File: src/rtl/score_display.sv
// Binary score -> 4-digit multiplexed seven-segment display with leading-zero blanking.
// A new value takes 15 cycles to reach the display registers; changes that arrive mid-conversion are deferred.
module score_display #(
    parameter int REFRESH_DIV = 100000
) (
    input  logic        clk,
    input  logic        rst,
    input  logic [31:0] value,
    output logic [3:0]  an,
    output logic [6:0]  seg,
    output logic        dp,
    output logic        overflow,
    output logic        busy
);

    localparam int RW = $clog2(REFRESH_DIV);
    localparam logic [RW-1:0] REF_MAX = RW'(REFRESH_DIV - 1);

    typedef enum logic [1:0] {
        IDLE  = 2'd0,
        SHIFT = 2'd1,
        LOAD  = 2'd2
    } state_t;

    state_t        state_q, state_d;
    logic [31:0]   last_val_q, last_val_d;
    logic [13:0]   bin_q, bin_d;
    logic [15:0]   bcd_q, bcd_d, bcd_adj;
    logic [3:0]    cnt_q, cnt_d;
    logic          ovf_cap_q, ovf_cap_d;
    logic          busy_q, busy_d;
    logic          overflow_q, overflow_d;
    logic [15:0]   disp_bcd_q, disp_bcd_d;

    logic [RW-1:0] ref_cnt_q, ref_cnt_d;
    logic [1:0]    dig_q, dig_d;
    logic [3:0]    an_q, an_d;
    logic [6:0]    seg_q, seg_d;
    logic [3:0]    nib;
    logic          blank;

    function automatic logic [6:0] seg_decode(input logic [3:0] d);
        case (d)
            4'd0:    seg_decode = 7'b1000000;
            4'd1:    seg_decode = 7'b1111001;
            4'd2:    seg_decode = 7'b0100100;
            4'd3:    seg_decode = 7'b0110000;
            4'd4:    seg_decode = 7'b0011001;
            4'd5:    seg_decode = 7'b0010010;
            4'd6:    seg_decode = 7'b0000010;
            4'd7:    seg_decode = 7'b1111000;
            4'd8:    seg_decode = 7'b0000000;
            4'd9:    seg_decode = 7'b0010000;
            default: seg_decode = 7'b1111111;
        endcase
    endfunction

    // Add-3 correction applied before each shift of the double-dabble engine.
    always_comb begin
        bcd_adj = bcd_q;
        for (int i = 0; i < 4; i++) begin
            if (bcd_q[4*i +: 4] >= 4'd5) begin
                bcd_adj[4*i +: 4] = bcd_q[4*i +: 4] + 4'd3;
            end
        end
    end

    always_comb begin
        state_d    = state_q;
        last_val_d = last_val_q;
        bin_d      = bin_q;
        bcd_d      = bcd_q;
        cnt_d      = cnt_q;
        ovf_cap_d  = ovf_cap_q;
        busy_d     = busy_q;
        overflow_d = overflow_q;
        disp_bcd_d = disp_bcd_q;
        case (state_q)
            IDLE: begin
                if (value != last_val_q) begin
                    last_val_d = value;
                    if (value > 32'd9999) begin
                        bin_d     = 14'd9999;
                        ovf_cap_d = 1'b1;
                    end else begin
                        bin_d     = value[13:0];
                        ovf_cap_d = 1'b0;
                    end
                    bcd_d   = 16'h0;
                    cnt_d   = 4'd0;
                    busy_d  = 1'b1;
                    state_d = SHIFT;
                end
            end
            SHIFT: begin
                {bcd_d, bin_d} = {bcd_adj, bin_q} << 1;
                cnt_d = cnt_q + 4'd1;
                if (cnt_q == 4'd13) begin
                    state_d = LOAD;
                end
            end
            LOAD: begin
                disp_bcd_d = bcd_q;
                overflow_d = ovf_cap_q;
                busy_d     = 1'b0;
                state_d    = IDLE;
            end
            default: state_d = IDLE;
        endcase
    end

    // A digit above the units is blanked when it and every digit above it are zero.
    always_comb begin
        ref_cnt_d = (ref_cnt_q == REF_MAX) ? '0 : ref_cnt_q + 1'b1;
        dig_d     = (ref_cnt_q == REF_MAX) ? dig_q + 2'd1 : dig_q;
        nib       = disp_bcd_q[{dig_q, 2'b00} +: 4];
        blank     = (dig_q != 2'd0) && ((disp_bcd_q >> {dig_q, 2'b00}) == 16'd0);
        an_d      = ~(4'b0001 << dig_q);
        seg_d     = blank ? 7'b1111111 : seg_decode(nib);
    end

    always_ff @(posedge clk or negedge rst) begin
        if (!rst) begin
            state_q    <= IDLE;
            last_val_q <= 32'd0;
            bin_q      <= 14'd0;
            bcd_q      <= 16'd0;
            cnt_q      <= 4'd0;
            ovf_cap_q  <= 1'b0;
            busy_q     <= 1'b0;
            overflow_q <= 1'b0;
            disp_bcd_q <= 16'd0;
            ref_cnt_q  <= '0;
            dig_q      <= 2'd0;
            an_q       <= 4'b1111;
            seg_q      <= 7'b1111111;
        end else begin
            state_q    <= state_d;
            last_val_q <= last_val_d;
            bin_q      <= bin_d;
            bcd_q      <= bcd_d;
            cnt_q      <= cnt_d;
            ovf_cap_q  <= ovf_cap_d;
            busy_q     <= busy_d;
            overflow_q <= overflow_d;
            disp_bcd_q <= disp_bcd_d;
            ref_cnt_q  <= ref_cnt_d;
            dig_q      <= dig_d;
            an_q       <= an_d;
            seg_q      <= seg_d;
        end
    end

    assign an       = an_q;
    assign seg      = seg_q;
    assign dp       = 1'b1;
    assign overflow = overflow_q;
    assign busy     = busy_q;

endmodule

File: config.mk
export PLATFORM = sky130hd
export DESIGN_NAME = score_display
export DESIGN_NICKNAME = d
export VERILOG_FILES = /design/src/rtl/score_display.sv
export SDC_FILE = /design/constraint.sdc
export NUM_CORES = 1
export LEC_CHECK = 0
export BUFFER_PORTS_ARGS = -buffer_cell sky130_fd_sc_hd__buf_2
export CORE_ASPECT_RATIO = 1.25
export CORE_MARGIN = 10
export CORE_UTILIZATION = 55
export DETAILED_ROUTE_END_ITERATION = 7
export GPL_ROUTABILITY_DRIVEN = 0
export GPL_TIMING_DRIVEN = 0
export PLACE_DENSITY = 0.74
export SLEW_MARGIN = 20
export SYNTH_ARGS = -nofsm -noshare
export SYNTH_HDL_FRONTEND = slang
export SYNTH_SLANG_ARGS = --single-unit
File: constraint.sdc
create_clock -name clk -period 6.15 [get_ports clk]
set_clock_uncertainty 0.1 [all_clocks]
set_input_delay 0.615 -clock clk [delete_from_list [all_inputs] [get_ports clk]]
set_output_delay 0.615 -clock clk [all_outputs]
set_load 0.05 [all_outputs]
# Word level (Yosys, flattened, before mapping)
# Memory sizes are Yosys's and may differ from the RTL's.
# Index checks and enable logic that the tools add are counted.
[word_totals]
reg_bits = 117
rom_bits = 112
inputBits = 34
output_inout_bits = 14
elab_cells = 66
memories = 1
[op_classes]
n_addsub = 7
n_lt_le_gt_ge = 5
eq_ne = 7
shifts = 3
n_mux = 19
n_bitwise = 1
reduce_logical = 10
[mem_list]
columns = ["memory", "depth", "word_bits", "rd", "rd_ports_with_merged_regs", "write_ports", "line", "rtl"]
rows = [
  ["(no name shown)", 16, 7, 1, 0, 0, "43", "case (d)"],
]
[ops]
columns = ["cell", "count"]
rows = [
  ["> comparator 32 x 14 -> 1 bit (second input constant)", 1],
  ["inequality test 32 bit", 1],
  ["one-hot mux 16 bit (2 select lines)", 1],
  ["2-to-1 mux 14 bit", 2],
  ["one-hot mux 14 bit (2 select lines)", 1],
  ["adder 17 x 1 -> 17 bit (second input constant)", 1],
  ["equality test 17 bit (second input constant)", 1],
  ["2-to-1 mux 17 bit", 1],
  [">= comparator 4 x 3 -> 1 bit (second input constant)", 4],
  ["logical NOT 16 bit", 1],
  ["2-to-1 mux 16 bit", 1],
  ["2-to-1 mux 4 bit", 4],
  ["indexed part select 16 x 5 -> 4 bit", 1],
  ["right shift 16 x 4 -> 16 bit", 1],
  ["adder 4 x 2 -> 4 bit (second input constant)", 3],
  ["one-hot mux 4 bit (2 select lines)", 1],
  ["AND reduction 2 bit", 4],
  ["2-to-1 mux 7 bit", 1],
  ["nonzero test 2 bit", 3],
  ["adder 4 x 1 -> 4 bit (second input constant)", 1],
  ["equality test 4 bit (second input constant)", 1],
  ["2-to-1 mux 2 bit", 2],
  ["inequality test 2 bit (second input constant)", 2],
  ["NOT 4 bit", 1],
  ["11 further kinds", 12],
]

# Logic depth before layout (Yosys ltp)
[depth]
ltp_word = 4
mapped_depth = 8
mapped_depth_nobuf = 7

# Least setup slack after synthesis
# OpenSTA, ideal clock, no wires.
[synth_timing]
kind = "reg-to-reg"
startpoint = "reg dig_q[0]"
endpoint = "reg seg_q[0], in the netlist seg[0]"
setup_ps = 79
t_arrival_ps = 2608
t_required_ps = 5971
slack_ps = 3363
stages_incl_launch_ff = 9
synth_period_minus_slack_ps = 2787
path_cell_list = "dfrtp_1 -> clkbuf_1 -> mux4_2 -> inv_1 -> ha_1 -> or4b_2 -> a211o_1 -> and2_1 -> o21ai_0"
[synth_via]
elab_chain_cells = 4
elab_cells_between_ends = 7
[synth_rtl]
columns = ["element", "line", "rtl"]
rows = [
  ["start: declaration", "36", "logic [1:0] dig_q, dig_d;"],
  ["start signal: assignment", "148", "dig_q <= dig_d;"],
  ["parallel branches: the longest is 3 deep, another holds memory (16 x 7 bit)", "-", ""],
  ["2-to-1 mux 7 bit *", "119", "seg_d = blank ? 7'b1111111 : seg_decode(nib);"],
  ["via seg_d[0]", "38", "logic [6:0] seg_q, seg_d;"],
  ["end signal: assignment", "150", "seg_q <= seg_d;"],
  ["end: declaration", "38", ""],
]
# Mark *: on every way through the listed nets, which the timed path passes.
# A chain may end at the register's enable or synchronous reset.

# Final worst setup path
[layout_timing]
startpoint = "reg dig_q[0]"
endpoint = "reg seg_q[5], in the netlist seg[5]"
# Same word-level chain as after synthesis.

==> metrics.md <==
| Metric | Value |
|---|---|
| Final Hold Fails | 0 |
| CP max FO | 5 |
| Hold WC Path Type | in2async |
| Post-synthesis mux area share | a little under an eighth |
| Simple-gate share of the synthesized area | 12.93% |
| Fill count | between 800 and 900 |
| Reg clk slew, reported paths | approximately 0.050 ns |
| Layout area overhead | 16.58% |
| Via density | 5.617 |
| Setup crit end kind | flip-flop |
| CTS tree | done |
| Main combinational cell family by area after synthesis | simple AND/OR/NAND/NOR gates |
| Initial Util | between 50% and 60% |
| Final HPWL DP | 8955 um |
| Die span in y | 136.6 um |
| Area after DPL | between 0.006 and 0.007 mm^2 |
| Share of layout cells above drive strength 1 | approximately 27% |
| Worst stage delay on the critical path | 0.63 ns |
| DRC | 0 |
| Detail Route Antenna Nets | 0 |
| Hold slack | 0.05150 ns |
| Post-CTS Setup Inserts | 0 |
| FF+latch count, synth | 117 |
| Post-synthesis cell type count | 51 |
| Clock Tree Buf Depth | 2 |
| Yosys top cell by area | dfrtp_1 |
| Post-Synth XOR/XNOR Area | 8.351% |
| Crit-path slowest cell | mux4_2 |
| Slew HR | between 50% and 60% |
| Worst Max-Slew Pin Slew | 0.6303 ns |
| Insertion delay to the later sink of the worst-skew pair | ~0.4 ns |
| Post-route cell area | between 0.006 and 0.007 mm^2 |
| Vias in the first global route | 4,375 |
| Count leader, synth | dfrtp_1 |
| Fin. max-slew vios | 0 |
| Synth Area in Adders | under 10% |
| Delay-heaviest family, CP | simple AND/OR/NAND/NOR gates |
| Die W | 113.3 um |
| GRT Util Overall | between 10% and 20% |
| Post-synth EDFFs | 0 |
| H-tree levels | 4 |
| Syn Std Cell Area | 0.005978 mm^2 |
| FP Rows | 42 |
| Number of buffers created by CTS | 17 |
| Die area | 0.01547 mm^2 |
| Antenna violations before repair | 0 |
| Vias | ~4,000 |
| Largest net degree at the start of global routing | 64 |
| Register area share after synthesis | 49.20% |
| Leakage power | 3.162 nW |
| Primary FF master, synth | dfrtp_1 |
| Yosys warning count | 0 |
| Post-synth top cells | dfrtp_1 (106), xor2_1 (43), nand2_1 (34) |
| Pwr dens | 268.2 mW/mm^2 |
| Post-CTS sizing | 0 |
| Total gr overflow | 0 |
| Port Buffer Count | 46 |
| Synth Area in Compound Gates | 9.544% |
| CP bufs+invs | 2 |
| Fin cells | 715 |
| Final antenna diode count | 0 |
| Outcome | completed |
| Fmax | 0.3285 GHz |
| Dpl ws | between 3 and 4 ns |
| RSZ-0062 raised after global routing | no |
| Clock Sinks | 117 |
| Fin crit share | between 40% and 50% |
| Placed Cells | between 600 and 700 |
| Design Power | 1.869 mW |
| Util after Layout | 65.65% |
| Fin Setup TNS | 0 ns |
| Yosys top cell area share | approximately 44% |
| Mapped Cells | roughly 500 |
| Worst setup SP type | flip-flop |
| # nets final | ~620 |
| MaxCap Viol Count | 0 |
| Req. time, crit path | 6.39 ns |
| CP Cell Sequence | clkbuf_1, mux4_2, inv_1, ha_1, or4b_2, a211o_1, and2_1, o21ai_1 |
| Root buffer cell | clkbuf_16 |
| Post-route minimum period | between 3 and 4 ns |
| Setup CP Type | reg2reg |
| Setup WS post-layout | 3.106 ns |
| Routed length per instance | approximately 17 um |
| VDD IR max | 0.0001924 V |
| DRT iter0 DRCs | ~170 |
| Num ports | 48 |
| Setup violators final | 0 |
| DRT Wirelength | approximately 12,000 um |
| Async set or reset register ratio after synthesis | 100.0% |
| Hold Buf Count CTS | 0 |
| Synth Net Count | about 560 |
| Avg Inst Size Synth | 11.86 um^2 |
| Synth area leaders | dfrtp_1 (44%), mux2_4 (6.5%), xor2_1 (6.3%) |
| WP data arrival | 3.28 ns |
| Core area | between 0.01 and 0.015 mm^2 |
| First-pass GRT wire length | 20,730 um |
| Drt pass-1 iters | 7 |
-- kinds of logic (layout without fill, tap and decap cells) --
| kind of cell | Yosys count | after routing |
|---|---|---|
| compound gates | 79 | 79 |
| flops | 117 | 117 |
| other cells | 1 | 1 |
| simple gates | 131 | 131 |
| buf+inv | 50 | 129 |
| fa+ha+maj | 19 | 19 |
| mux | 50 | 50 |
| xor+xnor | 57 | 57 |
-- worst reg2reg max path, cell delays in order (launching register included) --
cell and delay, ns:
dfrtp_1 0.37, clkbuf_1 0.32, mux4_2 0.63, inv_1 0.12, ha_1 0.23, or4b_2 0.59
a211o_1 0.33, and2_1 0.20, o21ai_1 0.10
-- layer usage --
| metal | vias to the layer above | track usage (%) | share of wire, % |
|---|---|---|---|
| met4 | 0 | 7.768 | 3.1 |
| met5 | - | 0 | 0 |
| met2 | 97 | 29.36 | 52 |
| met3 | 30 | 5.169 | 4.0 |
| li1 | 1918 | - | - |
| met1 | 1971 | 17.83 | 41 |
-- where the power goes --
part	switching, mW	internal [mW]	leakage [nW]
clock network	0.325	0.607	0.278
registers	0.0184	0.793	1.41
logic	0.0729	0.0529	1.47
-- flip-flops by register name, indices dropped and copies added (netlist names) --
register / cells
ref_cnt_q: 17
dig_q: 2
last_val_q: 32
ovf_cap_q: 1
state_q: 2
disp_bcd_q: 16
seg: 7
an: 4
bin_q: 14
cnt_q: 4
overflow: 1
bcd_q: 16
busy: 1
-- final timing paths --
kind	slack, ns	from	depth (start not counted)	endpoint
setup / recovery	3.11	dig_q[0]	8	seg[5]
hold / removal	0.05	rst	1	ref_cnt_q[14]
setup reg to reg	3.11	dig_q[0]	8	seg[5]
hold reg to reg	0.37	busy	2	busy
max in group asynchronous	5.21	rst	2	seg[3]
min in group clk	0.37	busy	2	busy
-- cells in the final DEF, fill, tap and decap left out, types with 7 or more instances in the layout --
cell / instances
a21oi_1: 8
a22o_1: 13
buf_2: 50
clkbuf_1: 12
clkbuf_16: 17
dfrtp_1: 106
dfstp_2: 11
ha_1: 19
inv_1: 30
mux2_2: 18
mux2_4: 26
nand2_1: 34
nand3_1: 9
nand4_1: 9
nor2_1: 22
nor3_1: 7
nor4_1: 14
o21ai_0: 24
xnor2_1: 14
xor2_1: 43
-- final cells by class --
cell class | instances | area, um^2 | area share (%)
flip-flops and latches | 117 | 2942 | 42.21
multi-input cells | 337 | 2788 | 40.00
clock buffers | 28 | 516.7 | 7.415
repair buffers | 47 | 264.0 | 3.788
well taps | 132 | 165.2 | 2.370
plain buffers | 20 | 136.4 | 1.957
inverters | 30 | 112.6 | 1.616
clock inverters | 4 | 45.04 | 0.6463
Note: power is estimated with default switching activity, not from simulation.
